==> config.mk <==
export PLATFORM = sky130hd
export DESIGN_NAME = zbt_port_arbiter_flat
export DESIGN_NICKNAME = d
export VERILOG_FILES = /design/src/rtl/zbt_port_if.sv /design/src/rtl/zbt_port_arbiter.sv /design/src/flat_wrapper.sv
export SDC_FILE = /design/constraint.sdc
export NUM_CORES = 1
export LEC_CHECK = 0
export BUFFER_PORTS_ARGS = -buffer_cell sky130_fd_sc_hd__buf_2
export CAP_MARGIN = 20
export CORE_MARGIN = 4
export CORE_UTILIZATION = 49
export DETAILED_ROUTE_END_ITERATION = 16
export MAX_ROUTING_LAYER = met4
export PLACE_DENSITY = 0.89
export REMOVE_ABC_BUFFERS = 1
export SETUP_SLACK_MARGIN = 0.5
export SLEW_MARGIN = 30
export SYNTH_ARGS = -nofsm -noshare
export SYNTH_HDL_FRONTEND = slang
export SYNTH_SLANG_ARGS = --single-unit
==> constraint.sdc <==
create_clock -name clk -period 2.1 [get_ports clk]
set_input_delay 0.105 -clock clk [delete_from_list [all_inputs] [get_ports clk]]
set_output_delay 0.105 -clock clk [all_outputs]
set_load 0.01 [all_outputs]
==> src/rtl/zbt_port_if.sv <==
// Bundle of requester and SRAM-pin signals around the ZBT0 port arbiter.
// The slave modport is the arbiter's view; the master modport is the requester/SRAM side.
interface zbt_port_if #(
  parameter int ADDR_W = 19,
  parameter int DATA_W = 36
);
  logic              wr_req;
  logic [ADDR_W-1:0] wr_addr;
  logic [DATA_W-1:0] wr_data;
  logic              wr_ready;
  logic              rd_req;
  logic [ADDR_W-1:0] rd_addr;
  logic              rd_ready;
  logic [DATA_W-1:0] rd_data;
  logic              rd_valid;
  logic              clear_start;
  logic              clear_busy;
  logic [ADDR_W-1:0] zbt_addr;
  logic              zbt_we;
  logic [DATA_W-1:0] zbt_write_data;
  logic [DATA_W-1:0] zbt_read_data;

  modport slave (
    input  wr_req, wr_addr, wr_data, rd_req, rd_addr, clear_start, zbt_read_data,
    output wr_ready, rd_ready, rd_data, rd_valid, clear_busy, zbt_addr, zbt_we, zbt_write_data
  );

  modport master (
    output wr_req, wr_addr, wr_data, rd_req, rd_addr, clear_start, zbt_read_data,
    input  wr_ready, rd_ready, rd_data, rd_valid, clear_busy, zbt_addr, zbt_we, zbt_write_data
  );
endinterface

==> src/rtl/zbt_port_arbiter.sv <==
// Shares the ZBT0 SRAM port between capture writes, renderer reads and a zero-fill engine.
// Define ZBT_READ_PRIORITY_EN to give reads strict priority instead of round-robin.
module zbt_port_arbiter #(
  parameter int ADDR_W      = 19,
  parameter int DATA_W      = 36,
  parameter int RD_LATENCY  = 2,
  parameter int WR_LATENCY  = 2,
  parameter int CLEAR_DEPTH = 2**19
) (
  input  logic       clk,
  input  logic       rst_n,
  zbt_port_if.slave  bus
);
  // state   | meaning
  // S_IDLE  | clear engine off; external writer competes with reads
  // S_CLEAR | zero-filling 0..CLEAR_DEPTH-1; clear writes take the write side
  typedef enum logic {S_IDLE = 1'b0, S_CLEAR = 1'b1} clr_state_t;

  localparam logic [ADDR_W:0] CLR_LAST = (ADDR_W+1)'(CLEAR_DEPTH - 1);

  clr_state_t        r_state, w_state_nxt;
  logic [ADDR_W:0]   r_clr_cnt;
  logic              w_busy, w_ws_req;
  logic              w_gnt_rd, w_gnt_ws, w_gnt_wr, w_gnt_clr;
  logic [ADDR_W-1:0] r_zbt_addr;
  logic              r_zbt_we;
  logic [DATA_W-1:0] r_wd_pipe [WR_LATENCY];
  logic [DATA_W-1:0] r_wd_out;
  logic [RD_LATENCY-1:0] r_rd_tag;
  logic              r_rd_valid;
  logic [DATA_W-1:0] r_rd_data;

  assign w_busy   = (r_state == S_CLEAR);
  assign w_ws_req = w_busy | bus.wr_req;

`ifdef ZBT_READ_PRIORITY_EN
  assign w_gnt_rd = bus.rd_req;
`else
  logic r_favour_rd;

  // Only contended cycles move the pointer; an uncontested side never waits.
  assign w_gnt_rd = bus.rd_req & (~w_ws_req | r_favour_rd);

  always_ff @(posedge clk or negedge rst_n) begin
    if (!rst_n) begin
      r_favour_rd <= 1'b1;
    end else if (bus.rd_req && w_ws_req) begin
      r_favour_rd <= ~w_gnt_rd;
    end
  end
`endif

  assign w_gnt_ws  = w_ws_req & ~w_gnt_rd;
  assign w_gnt_wr  = w_gnt_ws & ~w_busy;
  assign w_gnt_clr = w_gnt_ws & w_busy;

  assign bus.rd_ready       = w_gnt_rd;
  assign bus.wr_ready       = w_gnt_wr;
  assign bus.clear_busy     = w_busy;
  assign bus.zbt_addr       = r_zbt_addr;
  assign bus.zbt_we         = r_zbt_we;
  assign bus.zbt_write_data = r_wd_out;
  assign bus.rd_data        = r_rd_data;
  assign bus.rd_valid       = r_rd_valid;

  always_ff @(posedge clk or negedge rst_n) begin
    if (!rst_n) begin
      r_state <= S_IDLE;
    end else begin
      r_state <= w_state_nxt;
    end
  end

  always_comb begin
    w_state_nxt = r_state;
    case (r_state)
      S_IDLE:  if (bus.clear_start) w_state_nxt = S_CLEAR;
      S_CLEAR: if (w_gnt_clr && (r_clr_cnt == CLR_LAST)) w_state_nxt = S_IDLE;
    endcase
  end

  // One bit wider than the address so a full-array clear terminates cleanly.
  always_ff @(posedge clk or negedge rst_n) begin
    if (!rst_n) begin
      r_clr_cnt <= '0;
    end else if (!w_busy && bus.clear_start) begin
      r_clr_cnt <= '0;
    end else if (w_gnt_clr) begin
      r_clr_cnt <= r_clr_cnt + 1'b1;
    end
  end

  always_ff @(posedge clk or negedge rst_n) begin
    if (!rst_n) begin
      r_zbt_addr <= '0;
      r_zbt_we   <= 1'b0;
    end else if (w_gnt_rd) begin
      r_zbt_addr <= bus.rd_addr;
      r_zbt_we   <= 1'b0;
    end else if (w_gnt_wr) begin
      r_zbt_addr <= bus.wr_addr;
      r_zbt_we   <= 1'b1;
    end else if (w_gnt_clr) begin
      r_zbt_addr <= r_clr_cnt[ADDR_W-1:0];
      r_zbt_we   <= 1'b1;
    end else begin
      r_zbt_we   <= 1'b0;
    end
  end

  // Non-write slots carry zero so the data bus idles at 0 and clears write 0.
  always_ff @(posedge clk or negedge rst_n) begin
    if (!rst_n) begin
      for (int i = 0; i < WR_LATENCY; i++) r_wd_pipe[i] <= '0;
      r_wd_out <= '0;
    end else begin
      r_wd_pipe[0] <= w_gnt_wr ? bus.wr_data : '0;
      for (int i = 1; i < WR_LATENCY; i++) r_wd_pipe[i] <= r_wd_pipe[i-1];
      r_wd_out <= r_wd_pipe[WR_LATENCY-1];
    end
  end

  always_ff @(posedge clk or negedge rst_n) begin
    if (!rst_n) begin
      r_rd_tag   <= '0;
      r_rd_valid <= 1'b0;
      r_rd_data  <= '0;
    end else begin
      r_rd_tag[0] <= w_gnt_rd;
      for (int i = 1; i < RD_LATENCY; i++) r_rd_tag[i] <= r_rd_tag[i-1];
      r_rd_valid <= r_rd_tag[RD_LATENCY-1];
      if (r_rd_tag[RD_LATENCY-1]) r_rd_data <= bus.zbt_read_data;
    end
  end
endmodule

==> src/flat_wrapper.sv <==
// flat-port wrapper written by rule: the top's interface ports become plain ports
module zbt_port_arbiter_flat 
#(
  parameter int ADDR_W      = 19,
  parameter int DATA_W      = 36,
  parameter int RD_LATENCY  = 2,
  parameter int WR_LATENCY  = 2,
  parameter int CLEAR_DEPTH = 2**19
)
  (clk, rst_n, bus_wr_req, bus_wr_addr, bus_wr_data, bus_rd_req, bus_rd_addr, bus_clear_start, bus_zbt_read_data, bus_wr_ready, bus_rd_ready, bus_rd_data, bus_rd_valid, bus_clear_busy, bus_zbt_addr, bus_zbt_we, bus_zbt_write_data);
  zbt_port_if #(.ADDR_W(ADDR_W), .DATA_W(DATA_W)) bus_i ();
  input  logic clk;
  input  logic rst_n;
  input wire logic [$bits(bus_i.wr_req)-1:0] bus_wr_req;
  input wire logic [$bits(bus_i.wr_addr)-1:0] bus_wr_addr;
  input wire logic [$bits(bus_i.wr_data)-1:0] bus_wr_data;
  input wire logic [$bits(bus_i.rd_req)-1:0] bus_rd_req;
  input wire logic [$bits(bus_i.rd_addr)-1:0] bus_rd_addr;
  input wire logic [$bits(bus_i.clear_start)-1:0] bus_clear_start;
  input wire logic [$bits(bus_i.zbt_read_data)-1:0] bus_zbt_read_data;
  output wire logic [$bits(bus_i.wr_ready)-1:0] bus_wr_ready;
  output wire logic [$bits(bus_i.rd_ready)-1:0] bus_rd_ready;
  output wire logic [$bits(bus_i.rd_data)-1:0] bus_rd_data;
  output wire logic [$bits(bus_i.rd_valid)-1:0] bus_rd_valid;
  output wire logic [$bits(bus_i.clear_busy)-1:0] bus_clear_busy;
  output wire logic [$bits(bus_i.zbt_addr)-1:0] bus_zbt_addr;
  output wire logic [$bits(bus_i.zbt_we)-1:0] bus_zbt_we;
  output wire logic [$bits(bus_i.zbt_write_data)-1:0] bus_zbt_write_data;
  assign bus_i.wr_req = bus_wr_req;
  assign bus_i.wr_addr = bus_wr_addr;
  assign bus_i.wr_data = bus_wr_data;
  assign bus_i.rd_req = bus_rd_req;
  assign bus_i.rd_addr = bus_rd_addr;
  assign bus_i.clear_start = bus_clear_start;
  assign bus_i.zbt_read_data = bus_zbt_read_data;
  assign bus_wr_ready = bus_i.wr_ready;
  assign bus_rd_ready = bus_i.rd_ready;
  assign bus_rd_data = bus_i.rd_data;
  assign bus_rd_valid = bus_i.rd_valid;
  assign bus_clear_busy = bus_i.clear_busy;
  assign bus_zbt_addr = bus_i.zbt_addr;
  assign bus_zbt_we = bus_i.zbt_we;
  assign bus_zbt_write_data = bus_i.zbt_write_data;
  zbt_port_arbiter #(.ADDR_W(ADDR_W), .DATA_W(DATA_W), .RD_LATENCY(RD_LATENCY), .WR_LATENCY(WR_LATENCY), .CLEAR_DEPTH(CLEAR_DEPTH)) u_core (.clk(clk), .rst_n(rst_n), .bus(bus_i));
endmodule
==> results.cfg <==
[detailed_routing]
wl_um = 22300
first_iter_violations = 625
vias = 5785
avgViaCountPerCell = 5.62
drtAntennaViolNets = 0
first_pass_iters = 5
drc = 0
wl_per_cell_um = 21.7

[critical_path]
crit_chain = buf_6, a21boi_0, nand4_1, xor2_1, nor2_1
crit_buf_inv = 1
path_max_fanout = 8
rrSetupSlack_ns = 0.34
slowest_stage = a21boi_0
critPathMaxStageDelay_ns = 0.60
crit_family = compound AO/OA/AOI/OAI gates
critPathKind = flop to flop
crit_required_ns = 2.40
cp.arrival_ns = 2.06
cp-end-kind = flop
startpoint_type = flop

[synth]
syn_inst = 494
seq_area_frac_synth = 0.711
yosys-top-cells-area = dfrtp_1 71%, mux2_2 6.1%, and3_1 5.4%
async_flop_share = 1.00
synthesis.area_um2 = 6650
synth_top_area_share = 0.707
yosysMostFrequentCell = dfrtp_1
postSynthAreaPerCell_um2 = 13.5
synth_top_cell_by_area = dfrtp_1
synth_seq_cells = 189
netlist-cell-type-count = 42
synth_edf_count = 0
ys.warnings.count = 0
ys.flop_type = dfrtp_1
synth.cells.most_frequent = 188 x dfrtp_1, 57 x and3_1, 36 x mux2_2, 34 x o21ai_0, 31 x nand2_1

[pwr]
ir_drop_uv = 581
power_leakage_nw = 5.17
power_density_nw_per_um2 = 1080

[clocking]
htree_levels = 4
root_buffer = clkbuf_16
clock_path_buffers = 2
cts.sinks = 189
path_clk_slew_ns = 0.07
cts_tree = built
numCtsBuffers = 17
insertion_delay_ns = 0.43

[cells_and_area]
syn_to_final_growth_pct = 51.8
fin_cells = 1029
final_util = 0.762
n_antenna_cell = 0
drive_gt1_frac = 0.465
final_cell_area_um2 = 10100
final_nets = 956

[die]
core_um2 = 13200
num_rows = 42
die_area_um2 = 15500
die_w_um = 125
ios = 211
start_util = 0.502
die_h_um = 125

[global_route]
grt_pass1_vias = 6024
antenna_found_initial = 0
track_usage = 0.291
grt-ovfl-total = 0
grt_pass1_wl_um = 34100
grt_start_max_net_pins = 70

[place]
port_buffers = 210
place_inst = 863
dpl.hpwl_um = 11400
gp_congestion = 0.906
placed_area_um2 = 7940

[sta]
fin_crit_ns = 1.76
fmax_mhz = 569
slew_violations = 0
hold_violations = 0
fin_crit_sh = 0.837
setup-violations-final = 0
worst_slew_pin_slew_ns = 0.714
clock_skew_ns = 0.0101
slew_headroom = 0.520
grt_setup_unrepaired = true

[flow_run]
max_cap_violations = 0

[hold_path]
hold_path_class = primary input to flop

[outcome]
status = complete, no violations
==> metal layers <==
metal / part of all wire / up-vias / global-route usage
li1: - / 2437 / -
met1: 0.35 / 2805 / 0.331
met2: 0.51 / 417 / 0.478
met3: 0.084 / 126 / 0.0815
met4: 0.056 / 0 / 0.135
met5: 0 / - / -
==> stage by stage <==
stage / total power, mW / setup TNS, ns / hold WS (ns) / worst slack [ns]
floorplan: 5.79 / -18.28 / -0.191 / -0.908
global placement: 6.75 / 0 / 0.131 / 0.312
detailed placement: 6.87 / 0 / 0.138 / 0.219
CTS: 10.4 / 0 / 0.00396 / 0.467
global route: 11.3 / 0 / 0.0199 / 0.293
finish: 10.9 / 0 / 0.0135 / 0.342
==> path summary, 6_finish.rpt <==
check                                                     end  cells after the start                            start
setup reg to reg              u_core.r_clr_cnt[7]$_DFFE_PN0P_                      5  u_core.bus.clear_busy$_DFF_PN0_
setup / recovery              u_core.r_clr_cnt[7]$_DFFE_PN0P_                      5  u_core.bus.clear_busy$_DFF_PN0_
hold / removal             u_core.bus.zbt_addr[7]$_DFFE_PN0P_                      3                   bus_rd_addr[7]
min in group asynchronous  u_core.bus.rd_data[28]$_DFFE_PN0P_                      2                            rst_n
hold reg to reg                u_core.r_wd_pipe[25]$_DFF_PN0_                      0   u_core.r_wd_pipe[61]$_DFF_PN0_
max in group asynchronous      u_core.r_favour_rd$_DFFE_PN1P_                      3                            rst_n
==> tightest hold or removal path: stages <==
cell and delay, ns:
buf_2 0.09, o21ai_1 0.07, o21ai_1 0.14
==> cell type report <==
| type | count | area (um2) |
|---|---|---|
| timing repair inverter | 2 | 15.0 |
| tap | 176 | 220 |
| inverter | 4 | 21.3 |
| clock inverter | 14 | 150 |
| fill | 730 | 3150 |
| sequential | 189 | 4740 |
| multi-input combinational | 270 | 2030 |
| timing repair buffer | 356 | 2490 |
| clock buffer | 18 | 429 |
==> cell usage in the layout (no fill, tap or decap), types with 3 or more instances in the layout <==
cell type / netlist / final
buf_4: 1 / 45
o21ai_0: 34 / 22
nand2_1: 31 / 28
nand3_1: 5 / 4
xnor2_1: 7 / 7
clkinvlp_4: 0 / 4
a21oi_1: 13 / 7
dlygate4sd3_1: 0 / 87
buf_2: 4 / 208
and3_4: 1 / 3
o31ai_2: 0 / 6
a211oi_1: 19 / 6
mux2_2: 36 / 36
o21ai_1: 9 / 20
inv_8: 0 / 3
dfrtp_1: 188 / 183
buf_6: 1 / 9
buf_12: 0 / 3
and3_1: 57 / 55
dfrtp_2: 0 / 5
inv_6: 0 / 4
nor2_1: 14 / 13
clkbuf_16: 0 / 19
or4_4: 0 / 4
nor3_1: 4 / 3
or4_1: 7 / 3
a211oi_2: 0 / 12
a21oi_2: 0 / 6
==> repair_timing <==
action	in CTS	in global routing
hold buffers	87	0
hold endpoints to repair	150	0
endpoints found under the setup margin	32	36
buffers inserted	27	16
resized for setup	30	62
gates cloned	2	2
pin swaps	15	10
==> sequential cells by signal, summed over array words and instances, names as in the netlist <==
register and flops:
u_core.bus.zbt_we 1, u_core.bus.zbt_write_data 36, u_core.bus.clear_busy 1, u_core.bus.rd_data 36, u_core.r_clr_cnt 20, u_core.bus.zbt_addr 19, u_core.r_favour_rd 1, u_core.r_wd_pipe 72
u_core.bus.rd_valid 1, u_core.r_rd_tag 2
==> where the power goes <==
part / internal (mW) / switching, mW / leakage, nW / total (mW)
registers: 4.25 / 0.412 / 2.49 / 4.66
logic: 1.45 / 1.58 / 2.39 / 3.04
clock network: 1.68 / 1.47 / 0.284 / 3.15
==> kinds of logic (layout without fill, tap and decap cells) <==
group	Yosys count	count (layout)	share of synthesized area
buffers and inverters	35	394	0.0222
xor gates and xnor gates	8	8	0.0105
DFF	189	189	0.711
and+or+nand+nor	138	138	0.116
adders and majority gates	1	1	0.00188
AOI/OAI and AO/OA	87	87	0.0777
muxes	36	36	0.0609
(Power assumes the default switching activity.)
